[config.mk]
export PLATFORM = sky130hd
export DESIGN_NAME = tow_match_scorer
export DESIGN_NICKNAME = d
export VERILOG_FILES = /design/src/rtl/tow_match_scorer.sv
export SDC_FILE = /design/constraint.sdc
export NUM_CORES = 1
export LEC_CHECK = 0
export CORE_UTILIZATION = 46
export DETAILED_ROUTE_END_ITERATION = 8
export PLACE_DENSITY = 0.75
export SLEW_MARGIN = 5
export SYNTH_ARGS = -nofsm -noshare
export SYNTH_HDL_FRONTEND = slang
export SYNTH_SLANG_ARGS = --single-unit
[constraint.sdc]
create_clock -name clk -period 2.9 [get_ports clk]
set_input_delay 0.435 -clock clk [delete_from_list [all_inputs] [get_ports clk]]
set_output_delay 0.435 -clock clk [all_outputs]
set_load 0.005 [all_outputs]
[src/rtl/tow_match_scorer.sv]
// Tug-of-war match scorer: tracks the rope position, applies the
// jump-the-light, fake-state and favour-the-loser rules, counts round wins
// and latches the match result once one side reaches ROUNDS_TO_WIN.
module tow_match_scorer #(
    parameter int SIDE_LEN      = 3,
    parameter int ROUNDS_TO_WIN = 2,
    parameter int HOLD_CYCLES   = 8,
    parameter int FAVOUR_LOSER  = 1,
    localparam int SW = 2 * SIDE_LEN + 1,
    localparam int RW = $clog2(ROUNDS_TO_WIN + 1)
) (
    input  logic          clk,
    input  logic          rst,
    input  logic          winrnd,
    input  logic          right,
    input  logic          leds_on,
    input  logic          tie,
    input  logic          fake,
    output logic [SW-1:0] score,
    output logic          round_win_left,
    output logic          round_win_right,
    output logic [RW-1:0] rounds_left,
    output logic [RW-1:0] rounds_right,
    output logic          match_over,
    output logic          match_winner_right
);

    // Position width: signed, wide enough for +/-(SIDE_LEN+1).
    localparam int PW = $clog2(SIDE_LEN + 2) + 1;
    localparam int HW = $clog2(HOLD_CYCLES + 1);

    localparam logic signed [PW-1:0] P_EDGE = PW'(SIDE_LEN);
    localparam logic signed [PW-1:0] N_EDGE = -P_EDGE;
    localparam logic signed [PW-1:0] P_WIN  = PW'(SIDE_LEN + 1);
    localparam logic signed [PW-1:0] N_WIN  = -P_WIN;
    localparam logic [HW-1:0]        HOLD_LAST = HW'(HOLD_CYCLES - 1);
    localparam logic [RW-1:0]        ROUNDS_MAX = RW'(ROUNDS_TO_WIN);

    typedef enum logic [1:0] {PLAY, HOLD, OVER} state_t;

    state_t                 state_q, state_d;
    logic signed [PW-1:0]   pos_q, pos_d;
    logic [HW-1:0]          hold_q, hold_d;
    logic [RW-1:0]          rl_q, rl_d, rr_q, rr_d;
    logic                   pwl_q, pwl_d, pwr_q, pwr_d;

    logic                   proper;
    logic                   mr;
    logic                   to_centre;
    logic signed [PW-1:0]   step;
    logic signed [PW-1:0]   moved;
    logic                   win_right;
    int                     idx;

    // Registered state; synchronous reset overrides everything.
    always_ff @(posedge clk) begin
        // NOTE: sequential state uses non-blocking assignments so every
        // register samples the pre-edge values of its neighbours.
        if (!rst) begin
            state_q <= PLAY;
            pos_q   <= '0;
            hold_q  <= '0;
            rl_q    <= '0;
            rr_q    <= '0;
            pwl_q   <= 1'b0;
            pwr_q   <= 1'b0;
        end else begin
            state_q <= state_d;
            pos_q   <= pos_d;
            hold_q  <= hold_d;
            rl_q    <= rl_d;
            rr_q    <= rr_d;
            pwl_q   <= pwl_d;
            pwr_q   <= pwr_d;
        end
    end

    // Candidate move for the current push: direction and 1- or 2-step size.
    always_comb begin
        proper    = leds_on & ~fake;
        // Lights off or fake state credits the opponent.
        mr        = right ? proper : ~proper;
        to_centre = (pos_q == N_EDGE && mr) || (pos_q == P_EDGE && !mr);
        step      = (FAVOUR_LOSER != 0 && proper && to_centre) ? PW'(2) : PW'(1);
        moved     = mr ? pos_q + step : pos_q - step;
    end

    // Next-state logic for PLAY / HOLD / OVER and round counting.
    always_comb begin
        // NOTE: every signal gets a default first so no path leaves it
        // unassigned, which would otherwise infer a latch.
        state_d = state_q;
        pos_d   = pos_q;
        hold_d  = hold_q;
        rl_d    = rl_q;
        rr_d    = rr_q;
        pwl_d   = 1'b0;
        pwr_d   = 1'b0;
        case (state_q)
            PLAY: begin
                if (winrnd && !tie) begin
                    pos_d = moved;
                    if (moved == P_WIN) begin
                        pwr_d   = 1'b1;
                        rr_d    = (rr_q == ROUNDS_MAX) ? rr_q : rr_q + RW'(1);
                        state_d = (rr_q + RW'(1) == ROUNDS_MAX) ? OVER : HOLD;
                        hold_d  = '0;
                    end else if (moved == N_WIN) begin
                        pwl_d   = 1'b1;
                        rl_d    = (rl_q == ROUNDS_MAX) ? rl_q : rl_q + RW'(1);
                        state_d = (rl_q + RW'(1) == ROUNDS_MAX) ? OVER : HOLD;
                        hold_d  = '0;
                    end
                end
            end
            HOLD: begin
                if (hold_q == HOLD_LAST) begin
                    pos_d   = '0;
                    hold_d  = '0;
                    state_d = PLAY;
                end else begin
                    hold_d = hold_q + HW'(1);
                end
            end
            OVER: begin
                state_d = OVER;
            end
            default: begin
                state_d = PLAY;
            end
        endcase
    end

    // Display decode: one-hot rope position in PLAY, winner's half otherwise.
    always_comb begin
        score     = '0;
        win_right = ~pos_q[PW-1];
        idx       = SIDE_LEN - int'(pos_q);
        for (int i = 0; i < SW; i++) begin
            if (state_q == PLAY) begin
                score[i] = (i == idx);
            end else begin
                score[i] = win_right ? (i < SIDE_LEN) : (i > SIDE_LEN);
            end
        end
    end

    assign round_win_left     = pwl_q;
    assign round_win_right    = pwr_q;
    assign rounds_left        = rl_q;
    assign rounds_right       = rr_q;
    assign match_over         = (state_q == OVER);
    assign match_winner_right = (state_q == OVER) & win_right;

endmodule

# After elaboration in Yosys (flattened, before gate mapping)
# Index checks and enable logic that the tools add are counted.
# totals
wordCells	90
inputBits	7
reg_bits	16
out_inout_bits	15
# op_classes
add_sub_neg	6
n_eq_ne	20
reduce_logical	17
n_mux	29
bitwise_logic	11
# ops
operator	count
$logic_not A32 Y1	1
$mux W4	7
$eq A4 B3 Y1 const B	4
$pmux W4 S2	2
$eq A4 B5 Y1 const A	3
$mux W2	7
$mux W1	12
$reduce_and A3 Y1	4
$eq A2 B2 Y1 const B	5
$eq A3 B5 Y1 const A	2
$not A1 Y1	9
$pmux W2 S3	1
$eq A2 B5 Y1 const A	1
$reduce_and A5 Y1	1
$sub A3 B4 Y5 const A	1
$add A2 B1 Y2 const B	2
$add A4 B1 Y4 const B	1
$add A4 B3 Y4	1
$eq A4 B4 Y1 const B	1
$logic_and A1 B1 Y1	4
$ne A2 B2 Y1 const B	2
$reduce_and A4 Y1	1
$reduce_or A4 Y1	1
$sub A4 B3 Y4	1
other kinds (7)	9

# Depth between registers and ports, before layout
# Gate-level depths: netlist of the first run.
# depth
word_depth	16
ltp_mapped	10
depth_no_buf	9

# Worst setup path before layout of the first run
# No wires, ideal clock.
# synth_timing
path_type	reg-to-reg
from	reg pos_q[1]
to	reg state_q[1]
path_stages_with_launch	11
arrival_time_ps	2674
path_buffers	1
t_required_ps	2827
path_slack_ps	152
setup_ps	73
cell_sequence	dfxtp_1 > clkbuf_1 > and4b_1 > o211ai_1 > ha_1 > fa_1 > nor4b_1 > and2_1 > o2111ai_1 > or3_1 > o211ai_2
# synth_via
elab_chain_len	11
elab_cells_between_ends	17
cone_classes	add/sub: 2; eq/ne: 5; mux: 5; reduce/logical: 5
# synth_lines
element	line	rtl
start: declaration	42	logic signed [PW-1:0] pos_q, pos_d;
start signal: assignment	69	pos_q <= pos_d;
$eq A4 B3 Y1	83	to_centre = (pos_q == N_EDGE && mr) || (pos_q == P_EDGE && !mr);
$logic_and A1 B1 Y1	83	
$logic_or A1 B1 Y1	83	
$logic_and A1 B1 Y1	84	step = (FAVOUR_LOSER != 0 && proper && to_centre) ? PW'(2) : PW'(1);
$mux W2	84	
$sub A4 B3 Y4 or $add A4 B3 Y4 (tied branches)	85	moved = mr ? pos_q + step : pos_q - step;
$mux W4 *	85	
$eq A4 B4 Y1	103	if (moved == P_WIN) begin
$mux W2	103	
$mux W2	101	if (winrnd && !tie) begin
$pmux W2 S3	99	case (state_q)
end signal: assignment	68	state_q <= state_d;
end: declaration	41	state_t state_q, state_d;
# Mark *: on every way between the ends. The rest lies on a longest branch, timed or not. The select of a mux whose other input is x is not followed.
# A chain may end at the register's enable or synchronous reset.

# Worst setup path after layout of the first run
# layout_timing
from	in leds_on
to	reg rl_q[0] (netlist: rounds_left[0])
# layout_via
elab_chain_len	13
elab_cells_between_ends	16
cone_classes	add/sub: 2; eq/ne: 2; mux: 3; bitwise: 3; reduce/logical: 6
# layout_lines
element	line	rtl
start: declaration	16	input logic leds_on,
$and A1 B1 Y1 *	80	proper = leds_on & ~fake;
$not A1 Y1	82	mr = right ? proper : ~proper;
$mux W1	82	
$logic_not A1 Y1	83	
$logic_and A1 B1 Y1	83	
$logic_or A1 B1 Y1	83	
$logic_and A1 B1 Y1	84	
$mux W2	84	
$sub A4 B3 Y4 or $add A4 B3 Y4 (tied branches)	85	
$mux W4 *	85	
$eq A4 B4 Y1	103	
$not A1 Y1 (no source line)	-	
$reduce_and A5 Y1 (no source line) *	-	
end signal: assignment	71	rl_q <= rl_d;
end: declaration	44	logic [RW-1:0] rl_q, rl_d, rr_q, rr_d;
# Mark *: on every way between the ends. The rest lies on a longest branch, timed or not.

==> flow_metrics.tcl, run 1 <==
set metrics [dict create \
    synth_cells 130 \
    root_buffer "clkbuf_4" \
    start_util_pct 49.8 \
    post_cts_buffers 0 \
    cp.depth 10 \
    cts.sinks 16 \
    setup_viol 0 \
    drc_errors 0 \
    critical_path_buf_inv_count 1 \
    wl_um 2510 \
    ant_nets 0 \
    crit_path_top_delay_cell "clkdlybuf4s50_1" \
    worstHoldEndpoint "rounds_right[0]" \
    maxSlewHeadroom_pct 67.3 \
    cp_max_fo 3 \
    r2r_start "pos_q[2]" \
    tritoncts "yes" \
    antennaDiodeCount 0 \
    synth.distinct_cells 39 \
    startpoint_type "input pin" \
    skew_ns 0.0108 \
    antenna_found_initial 0 \
    fmax_ghz 0.360 \
    path_clk_slew_ns 0.10 \
    gr-usage-all-layers_pct 20.3 \
    vias_per_cell 5.35 \
    gp_congestion 0.793 \
    grt_max_degree 21 \
    coreArea_sq_um 2280 \
    ys_ff_latch 16 \
    crit_required_ns 3.12 \
    drive_above_1_share_pct 22.8 \
    timing.critical_path.mode_cell "nor3b_4" \
    ys_async_sr_fraction_pct 0 \
    ir_drop_mv 0.354 \
    whs_path_depth 2 \
    path_delay_family "simple AND/OR/NAND/NOR gates" \
    grt-ovfl-total 0 \
    multiInputGateArea_sq_um 797 \
    die_h_um 51.6 \
    htree_levels 1 \
    vias 1017 \
    synth-edff-count 0 \
    slowest_delay_ns 0.45 \
    finalPower_uw 548 \
    drt-wirelength-per-cell_um 13.2 \
    finalMaxSlewViolations 0 \
    p_leak_nw 0.605 \
    fin_crit_sh_pct 95.9 \
    synth_nets 146 \
    synth_top_area_share_pct 28.3 \
    cts_buffer_depth 2 \
    num-fill-cells 173 \
    first_pass_iters 4 \
    path_cells "clkdlybuf4s50_1, nor2b_2, o211ai_1, ha_2, fa_1, xor2_1, nor3b_4, nand2_2, nor3b_4, mux2i_1" \
    r2r-end "rounds_left[0]" \
    reg2regPathDepth 9 \
    synth_area_sq_um 1130 \
    grt_pass1_vias 991 \
    post_synth.cell_area_avg_sq_um 8.72 \
    cts_made_buffers 3 \
    dp_hpwl_um 1910 \
    fp-row-count 17 \
    mostFrequentLayoutCell "clkdlybuf4s50_1" \
    synth_ff_type "dfxtp_1" \
    finalCriticalPeriod_ns 2.78 \
    cap_violations 0 \
    final_nets 179 \
    min_from "rounds_right[0]" \
    worst_pin_slew_ns 0.489 \
    clkLatencyLatePin_ns 0.29 \
    hold_viol_final 0 \
    yosys.area.top_type "dfxtp_1" \
    power_density_nw_per_um2 358 \
    portBuffers 21 \
    hold_path_class "flip-flop to flip-flop" \
    pin_count 22 \
    ys_warn_count 0 \
    layout_common_cells "20 x clkdlybuf4s50_1, 17 x nand2_1, 15 x dfxtp_1" \
    regArea_sq_um 322 \
    grt_pass1_wl_um 4110 \
    reg2reg_slack_ns 0.22 \
    worstSetupPathType "input pin to flip-flop" \
    ys_seq_area_share_pct 28.3 \
    syn_to_final_growth_pct 35.0 \
    fin_tns_setup_ns 0 \
    die-area_sq_um 2670 \
    yosys-top-cells-area "dfxtp_1 28%, ha_1 8.8%, nand2_1 6.0%, a21boi_0 4.6%, mux2i_1 3.5%" \
    chipWidth_um 51.6 \
    outcome "finished clean" \
    arrival_ns 3.00 \
    end_kind "flip-flop" \
    drt_iter0_drc 13 \
]
how the worst max path moves through the flow:
stage                     endpoint     start
floorplan               state_q[1]  pos_q[1]
detailed placement      state_q[1]     right
CTS                     state_q[1]     right
global route        rounds_left[1]   leds_on
finish              rounds_left[0]   leds_on
global placement        state_q[1]     right
flip-flops by register name (all words and copies together), names as in the netlist:
register	cells
rounds_left	2
pos_q	4
state_q	2
hold_q	4
rounds_right	2
round_win_left	1
round_win_right	1
synth_stat cells, types with 2 or more instances:
library cell	number
and2_1	2
nor2b_1	4
xor2_1	2
nor3_1	2
nand3_1	8
dfxtp_1	16
o2111ai_1	2
or3b_2	2
inv_1	6
nand3b_1	3
o21ai_0	2
mux2i_1	4
a21oi_1	5
a21boi_0	7
nand2_1	18
nand2b_1	3
nor2_1	8
clkbuf_1	6
nor4b_1	2
ha_1	8
xnor2_1	2
through the flow:
| stage | worst slack (ns) | hold WS (ns) | std cells | utilization (%) | area (sq um) |
|---|---|---|---|---|---|
| finish | 0.119 | 0.502 | 190 | 67.2 | 1530 |
| floorplan | 0.152 | 0.462 | 130 | - | 1130 |
| detailed placement | -0.247 | 0.485 | 186 | 64.0 | 1460 |
| global route | -0.0657 | 0.532 | 190 | 67.2 | 1530 |
| CTS | 0.0570 | 0.502 | 190 | 65.6 | 1490 |
| global placement | -0.192 | 0.475 | 186 | 64.0 | 1460 |
metal layers:
layer / GRT usage [%] / share of wire, % / up-vias
li1: - / - / 520
met1: 23.1 / 45 / 476
met2: 39.4 / 52 / 19
met3: 1.75 / 2.6 / 2
met4: 6.31 / 0.32 / 0
met5: 0 / 0 / -
where the power goes:
group / switching, mW / internal, mW
clock network: 0.0687 / 0.0764
logic: 0.0740 / 0.0931
registers: 0.00999 / 0.226
total: 0.153 / 0.395
final cells by class:
| class | instances | area share [%] |
|---|---|---|
| sequential | 16 | 21.0 |
| timing repair buffer | 35 | 20.8 |
| multi-input combinational | 101 | 52.1 |
| tap | 28 | 2.29 |
| clock buffer | 4 | 2.37 |
| inverter | 6 | 1.47 |
cells by family (layout without fill, tap and decap cells):
family / count (synthesis) / after routing / share of synthesized area, %
AND/OR/NAND/NOR: 59 / 59 / 31.0
flip-flops: 16 / 16 / 28.3
adder cells (fa/ha/maj): 9 / 9 / 10.6
AO/OA/AOI/OAI: 22 / 22 / 14.3
buffers and inverters: 13 / 45 / 4.41
multiplexers: 5 / 5 / 4.86
XOR/XNOR: 6 / 6 / 6.51
worst reg2reg max path, cell delays in order (launching register included):
cell and delay (ns):
dfxtp_1 0.37, nor4b_2 0.29, o211ai_1 0.17, ha_2 0.23, fa_1 0.43, xor2_1 0.25, nor3b_4 0.27, nand2_2 0.13
nor3b_4 0.27, mux2i_1 0.22
what timing repair did:
item,4_1_cts,5_1_grt
hold buffers,0,0
setup endpoints to repair,0,8
resized for setup,0,10
(Power assumes the default switching activity.)
==> run 2, diff against run 1 <==
--- a/config.mk
+++ b/config.mk
@@ -5,9 +5,11 @@
 export SDC_FILE = /design/constraint.sdc
 export NUM_CORES = 1
 export LEC_CHECK = 0
+export ABC_CLOCK_PERIOD_IN_PS = 2900
 export CORE_UTILIZATION = 46
 export DETAILED_ROUTE_END_ITERATION = 8
 export PLACE_DENSITY = 0.75
+export SETUP_SLACK_MARGIN = 0.2
 export SLEW_MARGIN = 5
 export SYNTH_ARGS = -nofsm -noshare
 export SYNTH_HDL_FRONTEND = slang
==> run 2 against run 1 <==
Cell area increased by 10%. Power increased by 8.5%. Register-to-register slack improved by 0.05 ns. Maximum frequency increased by 5.6%. Worst setup slack improved by 0.15 ns. Cell count increased by 4.7%. Clock skew about the same. Via count increased by 11%. Critical path type is now flip-flop to flip-flop. Critical endpoint is now state_q[1]. Largest cell class unchanged. Highest routed layer unchanged.
==> flow_metrics.tcl, run 2 (same netlist as run 1, synthesis figures left out) <==
set metrics [dict create \
    outcome "finished clean" \
    final_design_area_no_fill_sq_um 1680 \
    slowest_delay_ns 0.46 \
    grt_pass1_vias 1095 \
    startpoint_type "flip-flop" \
    worstSetupPathType "flip-flop to flip-flop" \
    root_buffer "clkbuf_4" \
    reg_top3 "hold_q: 4 flops, pos_q: 4 flops" \
    end_kind "flip-flop" \
    regArea_sq_um 329 \
    cp_max_fo 6 \
    gr-usage-all-layers_pct 25.1 \
    hold_viol_final 0 \
    dp_slack_ns -0.259 \
    chipWidth_um 51.6 \
    die-area_sq_um 2670 \
    crit_required_ns 3.13 \
    antenna_found_initial 0 \
    cts_made_buffers 3 \
    placed_area_sq_um 1460 \
    wl_um 3130 \
    cts_hold_buf 0 \
    pin_count 22 \
    drt-wirelength-per-cell_um 15.7 \
    grt_pass1_wl_um 4900 \
    setup_viol 0 \
    clkLatencyLatePin_ns 0.29 \
    final_nets 188 \
    finalMaxSlewViolations 0 \
    p_leak_nw 0.667 \
    cts_buffer_depth 2 \
    fin_crit_sh_pct 90.8 \
    skew_ns 0.0110 \
    layout_common_cells "21 x buf_4, 18 x clkdlybuf4s50_1, 17 x nand2_1" \
    crit_path_top_delay_cell "fa_2" \
    path_clk_slew_ns 0.10 \
    antennaDiodeCount 0 \
    ir_drop_mv 0.270 \
    dp_hpwl_um 1890 \
    cap_violations 0 \
    worst_pin_slew_ns 0.507 \
    portBuffers 21 \
    drive_above_1_share_pct 31.6 \
    arrival_ns 2.86 \
    htree_levels 1 \
    multiInputGateArea_sq_um 877 \
    path_cells "and4b_1, o211ai_1, buf_4, ha_4, fa_2, nor4b_4, and2_4, o2111ai_2, or3_4, o211ai_2" \
    hold_path_class "flip-flop to flip-flop" \
    vias_per_cell 5.67 \
    gp_congestion 0.811 \
    drt_iter0_drc 33 \
    power_density_nw_per_um2 353 \
    syn_to_final_growth_pct 48.5 \
    rsz0062_at_grt "true" \
    drc_errors 0 \
    grt_max_degree 21 \
    die_h_um 51.6 \
    num-fill-cells 162 \
    coreArea_sq_um 2280 \
    fmax_ghz 0.380 \
    start_util_pct 49.8 \
    grt-ovfl-total 0 \
    first_pass_iters 4 \
    tritoncts "yes" \
    finalCriticalPeriod_ns 2.63 \
    mostFrequentLayoutCell "buf_4" \
    vias 1129 \
    fin_ws_ns 0.267 \
    cts.sinks 16 \
    ant_nets 0 \
    fp-row-count 17 \
    maxSlewHeadroom_pct 66.1 \
]
## run 2: cell count changes in the layout (fill, tap and decap cells not counted), sizes merged
cell,previous run,this run
buf,14,23
clkbuf,4,5
clkdlybuf4s50,20,18
dlygate4sd2,0,2
dlymetal6s2s,1,0
## run 2: worst paths after layout
| path | start | endpoint | slack (ns) | cells after the start |
|---|---|---|---|---|
| setup / recovery | pos_q[1] | state_q[1] | 0.27 | 10 |
| hold reg to reg | rounds_left[1] | rounds_left[1] | 0.50 | 2 |
| hold / removal | rounds_left[1] | rounds_left[1] | 0.50 | 2 |
| setup reg to reg | pos_q[1] | state_q[1] | 0.27 | 10 |
## run 2: layer usage
layer	wire length [um]	track usage, %	part of all wire [%]	vias up
met5	0	0	0	-
met4	115	12.2	3.7	0
met3	146	2.63	4.7	17
met2	1660	47.6	53	49
met1	1210	27.2	39	532
li1	-	-	-	531
## run 2: through the flow
step	power, mW	TNS [ns]	cells	hold slack, ns	util (%)
floorplan	0.323	0	130	0.462	-
global placement	0.393	-1.31	187	0.476	64.3
detailed placement	0.397	-1.85	187	0.489	64.3
CTS	0.568	0	195	0.504	70.6
global route	0.621	0	199	0.526	73.9
finish	0.595	0	199	0.501	73.9
## run 2: critical path, delay by kind of cell (launching register included)
kind | cells | cell delay, ns
and+or+nand+nor | 4 | 1.13
DFF | 1 | 0.37
adders and majority gates | 2 | 0.62
AOI/OAI and AO/OA | 3 | 0.27
buffers and inverters | 1 | 0.18
## run 2: layout make-up
| type | instances | share of cell area (%) |
|---|---|---|
| Clock buffer | 4 | 2.16 |
| Multi-Input combinational cell | 101 | 52.1 |
| Timing Repair Buffer | 44 | 22.8 |
| Tap cell | 28 | 2.08 |
| Sequential cell | 16 | 19.6 |
| Inverter | 6 | 1.34 |
## run 2: repair_timing
| item | 4_1_cts | 5_1_grt |
|---|---|---|
| pin swaps | 14 | 9 |
| resized for setup | 18 | 12 |
| setup buffers | 4 | 4 |
| endpoints found under the setup margin | 9 | 7 |
| cloned | 0 | 0 |
## run 2: power breakdown
| group | internal (mW) | switching [mW] | total, mW |
|---|---|---|---|
| Clock | 0.0766 | 0.0734 | 0.150 |
| Combinational | 0.117 | 0.0913 | 0.208 |
| Sequential | 0.226 | 0.0109 | 0.237 |
